File: config.mk
export PLATFORM = sky130hd
export DESIGN_NAME = hamming_err_inject_stream
export DESIGN_NICKNAME = d
export VERILOG_FILES = /design/src/rtl/hamm_pkg.sv /design/src/rtl/hamming_err_inject_stream_err_mask_gen.sv /design/src/rtl/hamming_err_inject_stream.sv
export SDC_FILE = /design/constraint.sdc
export NUM_CORES = 1
export LEC_CHECK = 0
export BUFFER_PORTS_ARGS = -buffer_cell sky130_fd_sc_hd__buf_2
export CORE_UTILIZATION = 48
export CTS_CLUSTER_DIAMETER = 120
export DETAILED_ROUTE_END_ITERATION = 12
export PLACE_DENSITY = 0.86
export RECOVER_POWER = 25
export SYNTH_ARGS = -nofsm -noshare
export SYNTH_HDL_FRONTEND = slang
export SYNTH_HIERARCHICAL = 1
export SYNTH_SLANG_ARGS = --single-unit
export TNS_END_PERCENT = 1
File: constraint.sdc
create_clock -name clk -period 3.3 [get_ports clk]
set_input_delay 0.66 -clock clk [delete_from_list [all_inputs] [get_ports clk]]
set_output_delay 0.66 -clock clk [all_outputs]
set_load 0.02 [all_outputs]
File: src/rtl/hamm_pkg.sv
// Shared definitions for the Hamming error-injection stream: mode encodings,
// LFSR seed and feedback, and the default codeword width.
package hamm_pkg;
  localparam logic [1:0] MODE_PASS   = 2'b00;
  localparam logic [1:0] MODE_FIXED  = 2'b01;
  localparam logic [1:0] MODE_WALK   = 2'b10;
  localparam logic [1:0] MODE_DOUBLE = 2'b11;

  localparam logic [7:0] LFSR_SEED    = 8'hA5;
  localparam int         DEF_CW_WIDTH = 7;

  // Fibonacci step for x^8+x^6+x^5+x^4+1
  function automatic logic [7:0] lfsr_step(input logic [7:0] s);
    return {s[6:0], s[7] ^ s[5] ^ s[4] ^ s[3]};
  endfunction
endpackage

File: src/rtl/hamming_err_inject_stream_err_mask_gen.sv
// Combinational flip-mask generator: one bit at i_idx, plus its cyclic
// neighbour in double mode; empty when not a hit or the index is out of range.
module err_mask_gen
  import hamm_pkg::*;
#(
  parameter int CW_WIDTH = DEF_CW_WIDTH,
  parameter int IDX_W    = $clog2(CW_WIDTH)
) (
  input  logic [1:0]          i_mode,
  input  logic [IDX_W-1:0]    i_idx,
  input  logic                i_hit,
  output logic [CW_WIDTH-1:0] o_mask,
  output logic                o_in_range
);
  logic w_in_range;
  int   w_nxt;

  assign w_in_range = (int'(i_idx) < CW_WIDTH);
  assign o_in_range = w_in_range;
  assign w_nxt      = (int'(i_idx) == CW_WIDTH - 1) ? 0 : int'(i_idx) + 1;

  always_comb begin
    o_mask = '0;
    if (i_hit && w_in_range && (i_mode != MODE_PASS)) begin
      for (int b = 0; b < CW_WIDTH; b++) begin
        if ((b == int'(i_idx)) || ((i_mode == MODE_DOUBLE) && (b == w_nxt)))
          o_mask[b] = 1'b1;
      end
    end
  end
endmodule

File: src/rtl/hamming_err_inject_stream.sv
// Streaming bit-flip injector between Hamming encoder and decoder; one output
// register, injects on every (cfg_period+1)th word. ERRINJ_LFSR_EN: random walk index.
module hamming_err_inject_stream
  import hamm_pkg::*;
#(
  parameter int CW_WIDTH = DEF_CW_WIDTH,
  parameter int IDX_W    = $clog2(CW_WIDTH),
  parameter int PERIOD_W = 8,
  parameter int CNT_W    = 16
) (
  input  logic                clk,
  input  logic                rst,
  input  logic [1:0]          cfg_mode,
  input  logic [IDX_W-1:0]    cfg_idx,
  input  logic [PERIOD_W-1:0] cfg_period,
  input  logic                stat_clr,
  input  logic [CW_WIDTH-1:0] in_data,
  input  logic                in_valid,
  output logic                in_ready,
  output logic [CW_WIDTH-1:0] out_data,
  output logic [CW_WIDTH-1:0] out_mask,
  output logic                out_err,
  output logic                out_valid,
  input  logic                out_ready,
  output logic [CNT_W-1:0]    inj_count
);
  logic [PERIOD_W-1:0] r_sch;
  logic                w_acc;
  logic                w_hit;
  logic [IDX_W-1:0]    w_widx;
  logic [IDX_W-1:0]    w_idx;
  logic [CW_WIDTH-1:0] w_mask;
  logic                w_in_range;

  assign in_ready = ~out_valid | out_ready;
  assign w_acc    = in_valid & in_ready;
  assign w_hit    = (cfg_mode != MODE_PASS) && (r_sch == cfg_period);
  assign w_idx    = (cfg_mode == MODE_WALK) ? w_widx : cfg_idx;

`ifdef ERRINJ_LFSR_EN
  logic [7:0]       r_lfsr;
  logic [IDX_W-1:0] w_r;

  assign w_r    = r_lfsr[IDX_W-1:0];
  // Index field can exceed CW_WIDTH-1 by less than CW_WIDTH, so one subtract folds it
  assign w_widx = (int'(w_r) >= CW_WIDTH) ? IDX_W'(int'(w_r) - CW_WIDTH) : w_r;

  always_ff @(posedge clk) begin
    if (rst || stat_clr) r_lfsr <= LFSR_SEED;
    else if (w_acc)      r_lfsr <= lfsr_step(r_lfsr);
  end
`else
  logic [IDX_W-1:0] r_widx;

  assign w_widx = r_widx;

  always_ff @(posedge clk) begin
    if (rst || stat_clr)
      r_widx <= '0;
    else if (w_acc && w_hit && (cfg_mode == MODE_WALK))
      r_widx <= (int'(r_widx) == CW_WIDTH - 1) ? '0 : r_widx + 1'b1;
  end
`endif

  err_mask_gen #(.CW_WIDTH(CW_WIDTH), .IDX_W(IDX_W)) u_mask (
    .i_mode     (cfg_mode),
    .i_idx      (w_idx),
    .i_hit      (w_hit),
    .o_mask     (w_mask),
    .o_in_range (w_in_range)
  );

  // Schedule counter; a clear in the same cycle as an accept wins
  always_ff @(posedge clk) begin
    if (rst || stat_clr)
      r_sch <= '0;
    else if (w_acc) begin
      if (cfg_mode == MODE_PASS || w_hit) r_sch <= '0;
      else                                r_sch <= r_sch + 1'b1;
    end
  end

  always_ff @(posedge clk) begin
    if (rst || stat_clr)
      inj_count <= '0;
    else if (w_acc && (|w_mask) && !(&inj_count))
      inj_count <= inj_count + 1'b1;
  end

  always_ff @(posedge clk) begin
    if (rst) begin
      out_data  <= '0;
      out_mask  <= '0;
      out_err   <= 1'b0;
      out_valid <= 1'b0;
    end else if (w_acc) begin
      out_data  <= in_data ^ w_mask;
      out_mask  <= w_mask;
      out_err   <= |w_mask;
      out_valid <= 1'b1;
    end else if (out_ready) begin
      out_valid <= 1'b0;
    end
  end
endmodule

; ---- Word-level counts from Yosys, hierarchy flattened
; Cells that the tools add are included.
[totals]
register_bits = 43
output_inout_bits = 33
word_cells = 78
inputBits = 25
[op_classes]
n_eq_ne = 17
n_reduce_logical = 31
bitwise_logic = 4
n_lt_le_gt_ge = 1
n_addsub = 4
mux = 14
[op_table]
columns = cell, count
row1 = equality test 4 x 32 -> 1 bit (first input constant), 3
row2 = equality test 3 x 32 -> 1 bit (first input constant), 2
row3 = equality test 2 x 32 -> 1 bit (first input constant), 1
row4 = zero test 32 bit, 1
row5 = two-way mux 32 bit, 1
row6 = adder 16 x 1 -> 16 bit (second input constant), 1
row7 = AND reduction 16 bit, 1
row8 = logical AND 1 bit, 14
row9 = equality test 3 bit (first input constant), 4
row10 = logical OR 1 bit, 9
row11 = two-way mux 1 bit, 9
row12 = adder 8 x 1 -> 8 bit (second input constant), 1
row13 = equality test 8 bit, 1
row14 = two-way mux 8 bit, 1
row15 = two-way mux 7 bit, 1
row16 = OR reduction 7 bit, 1
row17 = XOR 7 bit, 1
row18 = equality test 2 x 3 -> 1 bit (first input constant), 2
row19 = equality test 3 x 2 -> 1 bit (second input constant), 2
row20 = two-way mux 3 bit, 2
row21 = adder 3 x 1 -> 4 bit (second input constant), 1
row22 = equality test 2 bit (second input constant), 2
row23 = nonzero test 2 bit, 2
row24 = adder 3 x 1 -> 3 bit (second input constant), 1
row25 = other kinds (7), 7

; ---- Depth between registers and ports, before layout
[logic_depth]
depth_word = 12
depth_mapped = 14
mapped_depth_nobuf = 12

; ---- By module
; Netlist, hierarchy kept.
[modules_own_cells]
columns = mod, area_each_um2, seq_area_each_um2, n_inst, cells_per_inst
row1 = hamming_err_inject_stream, 2257.2, 860.8, 1, 263
row2 = err_mask_gen, 209.0, 0.0, 1, 31

; ---- Least setup slack after synthesis
; Ideal clock, no wire load.
[synth_timing]
path_type = input-to-reg
from = input cfg_mode[1]
to = register inj_count[5]
path_stages = 13
required_time_ns = 3.228
setup_slack_ns = -0.025
arrival_ns = 3.253
setup_ns = 0.072
n_path_buf = 2
path_cell_list = nor2b_1 nand2_1 nand2_1 buf_2 inv_1 ha_1 or4b_1 a21oi_1 or3_1 o211ai_4 buf_6 nor4b_1 mux2i_1
[synth_via]
elab_chain_cells = 12
word_cells_on_any_way = 50
classes_between = add/sub: 1 / order compare: 1 / eq/ne: 15 / mux: 10 / reduce/logical: 23
[synth_rtl]
columns = element, line_no
row1 = from (decl), hamming_err_inject_stream.sv:13  ; input logic [1:0] cfg_mode,
row2 = equality test 2 bit (*), hamming_err_inject_stream.sv:38  ; assign w_idx = (cfg_mode == MODE_WALK) ? w_widx : cfg_idx;
row3 = two-way mux 3 bit (*), hamming_err_inject_stream.sv:38
row4 = net w_idx[2], hamming_err_inject_stream.sv:31  ; logic [IDX_W-1:0] w_idx;
row5 = adder 3 x 1 -> 4 bit or equality test 3 x 2 -> 1 bit (tied branches), "hamming_err_inject_stream_err_mask_gen.sv:20, hamming_err_inject_stream_err_mask_gen.sv:26"
row6 = two-way mux 32 bit, hamming_err_inject_stream_err_mask_gen.sv:20  ; assign w_nxt = (int'(i_idx) == CW_WIDTH - 1) ? 0 : int'(i_idx) + 1;
row7 = equality test 4 x 32 -> 1 bit, hamming_err_inject_stream_err_mask_gen.sv:26  ; if ((b == int'(i_idx)) || ((i_mode == MODE_DOUBLE) && (b == w_nxt)))
row8 = logical AND 1 bit, hamming_err_inject_stream_err_mask_gen.sv:26
row9 = logical OR 1 bit, hamming_err_inject_stream_err_mask_gen.sv:26
row10 = two-way mux 1 bit, hamming_err_inject_stream_err_mask_gen.sv:26
row11 = two-way mux 7 bit (*), hamming_err_inject_stream_err_mask_gen.sv:24  ; if (i_hit && w_in_range && (i_mode != MODE_PASS)) begin
row12 = net w_mask[6], hamming_err_inject_stream.sv:32  ; logic [CW_WIDTH-1:0] w_mask;
row13 = OR reduction 7 bit (*), hamming_err_inject_stream.sv:86  ; else if (w_acc && (|w_mask) && !(&inj_count))
row14 = logical AND 1 bit (*) (2 in series), hamming_err_inject_stream.sv:86
row15 = to (signal assigned), hamming_err_inject_stream.sv:87  ; inj_count <= inj_count + 1'b1;
row16 = to (decl), hamming_err_inject_stream.sv:25  ; output logic [CNT_W-1:0] inj_count
; The timed path passes the listed nets; every way through them passes the cells marked *.
; A chain may end at the register's enable or synchronous reset.

; ---- Final worst setup path
[layout_timing]
from = input cfg_mode[0]
to = register inj_count[3]
; The elaborated chain is that of the path after synthesis.

==> results.toml <==
[logic_synthesis]
synth_common_cells = "nand2_1 (47), dfxtp_1 (43), a21oi_1 (17), xnor2_1 (16), or3_1 (15)"
synth_xor_area_frac = 0.0710
synth_largest_area_cell = "dfxtp_1"
synth-simple-area-share = 0.319
ys_async_sr_fraction = 0
syn_area_um2 = 2470
yosys-mux-area-fraction = 0.0446
yosysWarnings = 6
synth-main-ff-cell = "dfxtp_1"
synth-compound-area-share = 0.152
synth_most_common_cell = "nand2_1"
synth-adder-area-share = 0.0152
yosysSeqAreaShare = 0.349
synth_area_leaders = "dfxtp_1 (35%), nand2_1 (7.2%), xnor2_1 (5.7%)"
synth_cell_types = 48
synth_top_area_share = 0.349
syn-num-nets = 322
synth_edf_count = 0
synthCells = 294
ys_seq_elements = 43
postSynthAreaPerCell_um2 = 8.39
synth_top_family_by_area = "simple AND/OR/NAND/NOR gates"

[critical_path]
cp_cell_sequence = "buf_2 -> nand2b_1 -> nand2_1 -> nand2_1 -> and2_4 -> ha_1 -> or4b_1 -> a21oi_1 -> or3_1 -> o211ai_4 -> or4_1 -> a21oi_1"
cp.arrival_ns = 3.34
slowest_delay_ns = 0.58
startpoint_type = "input pin"
critPathTopFamily = "simple AND/OR/NAND/NOR gates"
critPathRequiredTime_ns = 3.54
slowest_stage = "or4_1"
crit_path_end_kind = "flop"
cp_max_fo = 20
crit_buf_inv = 1
crit_type = "in -> reg"

[global_routing]
grt_pass1_wl_um = 9580
antenna_found_initial = 0
grt_pass1_vias = 2113
grt_max_degree = 29
grt_use_total = 0.228
grt_remaining_overflow = 0

[clocking]
cts-root-buf = "clkbuf_8"
clk_pin_slew_ns = 0.08
cts_setup_buffers = 0
cts_resized = 0
cts_tree = "built"
htree_levels = 2
clk_path_buf_depth = 2
clk_latency_ns = 0.30
cts-hold-fix-buffers = 0
cts-buffers-inserted = 5
clock-sinks = 43

[place]
portBuffers = 57
hpwl_um = 4240
finalWeightedCongestion = 0.854
dp.cells = 419
dpl_cell_area_um2 = 2890

[sta]
max_freq_ghz = 0.322
rsz0062_at_grt = "false"
drv_slew = 0
min_period_ns = 3.10
setup_viol = 0
slew_headroom = 0.262
timing.final.crit_share = 0.940
hold_ws_ns = 0.458
hold_violations = 0
worstMarginPinSlew_ns = 1.10
tns_ns = 0
worst_clock_skew_ns = 0.00634

[pwr]
ir_worst_vdd_v = 0.000248
p_int_uw = 765
swShare = 0.256
power.density_nw_per_um2 = 346
p_leak_uw = 0.00104
switchingPower_uw = 264
pwr-share-seq = 0.517
combPwrFrac = 0.119
pwr-share-clk = 0.365

[final_layout]
n_fill_cell = 438
syn_to_final_growth_pct = 20.4
stdcell_area_um2 = 2970
antenna_cells = 0
drive_gt1_frac = 0.228
fin_cells = 427
final_nets = 387

[die]
die_area_um2 = 5430
initial_core_util = 0.509
fp.dieW_um = 73.7
row_count = 25
die_h_um = 73.7
coreArea_um2 = 4850
io_pins = 58

[route]
vias = 2416
route.detailed.drc = 0
post_drt_wl_per_cell_um = 13.7
ant_nets = 0
dr.pass1.iters = 5
vias_per_cell = 5.66
drt_iter0_markers = 236
drt_wl_total_um = 5870

[hold_path]
hold_class = "reg -> reg"

[run_status]
outcome = "finished, final reports clean"

[flow_run]
drv_cap = 0
[cell type report]
class                           instances  area, um^2  area share
Clock buffer                            7        96.3      0.0324
Clock inverter                          1        7.51     0.00253
Inverter                                4        15.0     0.00505
Multi-Input combinational cell        227        1490       0.500
Sequential cell                        43         861       0.290
Tap cell                               67        83.8      0.0282
Timing Repair Buffer                   78         420       0.142
[stage by stage]
stage | utilization | total power, uW | worst slack [ns]
floorplan | - | 624 | 0.0451
global placement | 0.596 | 665 | -0.0276
detailed placement | 0.596 | 668 | -0.0911
CTS | 0.617 | 1040 | 0.209
global route | 0.613 | 1080 | 0.0197
finish | 0.613 | 1030 | 0.197
[cell usage in the layout (no fill, tap or decap), types with 4 or more instances in the layout]
| cell | count |
|---|---|
| or4_1 | 5 |
| a211oi_1 | 13 |
| or3_1 | 15 |
| nand4_1 | 12 |
| and2_1 | 4 |
| o31ai_1 | 4 |
| a21oi_1 | 17 |
| nor2_1 | 12 |
| nand2_1 | 47 |
| buf_2 | 39 |
| nor4_1 | 9 |
| dfxtp_1 | 43 |
| nand3_1 | 9 |
| clkbuf_8 | 7 |
| xnor2_1 | 16 |
| inv_1 | 4 |
| xor2_1 | 4 |
| nand2b_1 | 6 |
| clkbuf_1 | 18 |
| o21ai_0 | 4 |
| buf_4 | 21 |
| mux2i_1 | 11 |
[power groups by stage]
stage,sequential [uW],clock (uW),combinational [uW]
2_1_floorplan,553,0,71.2
6_report,532,375,122
4_1_cts,532,386,125
3_3_place_gp,544,0,121
5_1_grt,533,416,135
3_5_place_dp,544,0,124
[per-layer routing]
layer / GRT usage / vias up / wire, um / part of all wire
li1: - / 1211 / - / -
met1: 0.297 / 1103 / 2670 / 0.45
met2: 0.373 / 97 / 2760 / 0.47
met3: 0.0562 / 5 / 394 / 0.067
met4: 0.0662 / 0 / 53 / 0.0090
met5: 0 / - / 0 / 0
[worst reg2reg max path: cells and delay by family, from the launching register on]
kind	cells	cell delay [ns]
AOI/OAI and AO/OA	3	0.61
xor gates and xnor gates	1	0.14
DFF	1	0.44
and+or+nand+nor	5	1.55
buffers and inverters	1	0.21
[worst paths after layout]
check,start,to,slack [ns],cells after the start
setup / recovery,cfg_mode[0],inj_count[3]$_SDFFE_PP0P_,0.20,12
hold / removal,out_mask[5]$_SDFFE_PP0P_,out_mask[5]$_SDFFE_PP0P_,0.46,2
setup reg to reg,r_sch[2]$_SDFFE_PP0P_,inj_count[3]$_SDFFE_PP0P_,0.30,10
hold reg to reg,out_mask[5]$_SDFFE_PP0P_,out_mask[5]$_SDFFE_PP0P_,0.46,2
[logic make-up after synthesis]
logic type / Yosys count
simple gates: 140
compound gates: 53
flops: 43
buf+inv: 24
xor+xnor: 20
mux: 11
fa+ha+maj: 3
[registers in the layout, indices dropped and copies added (netlist names)]
name / flops
r_sch: 8
out_err: 1
inj_count: 16
out_data: 7
out_mask: 7
r_widx: 3
out_valid: 1
Note: power is estimated with default switching activity, not from simulation.
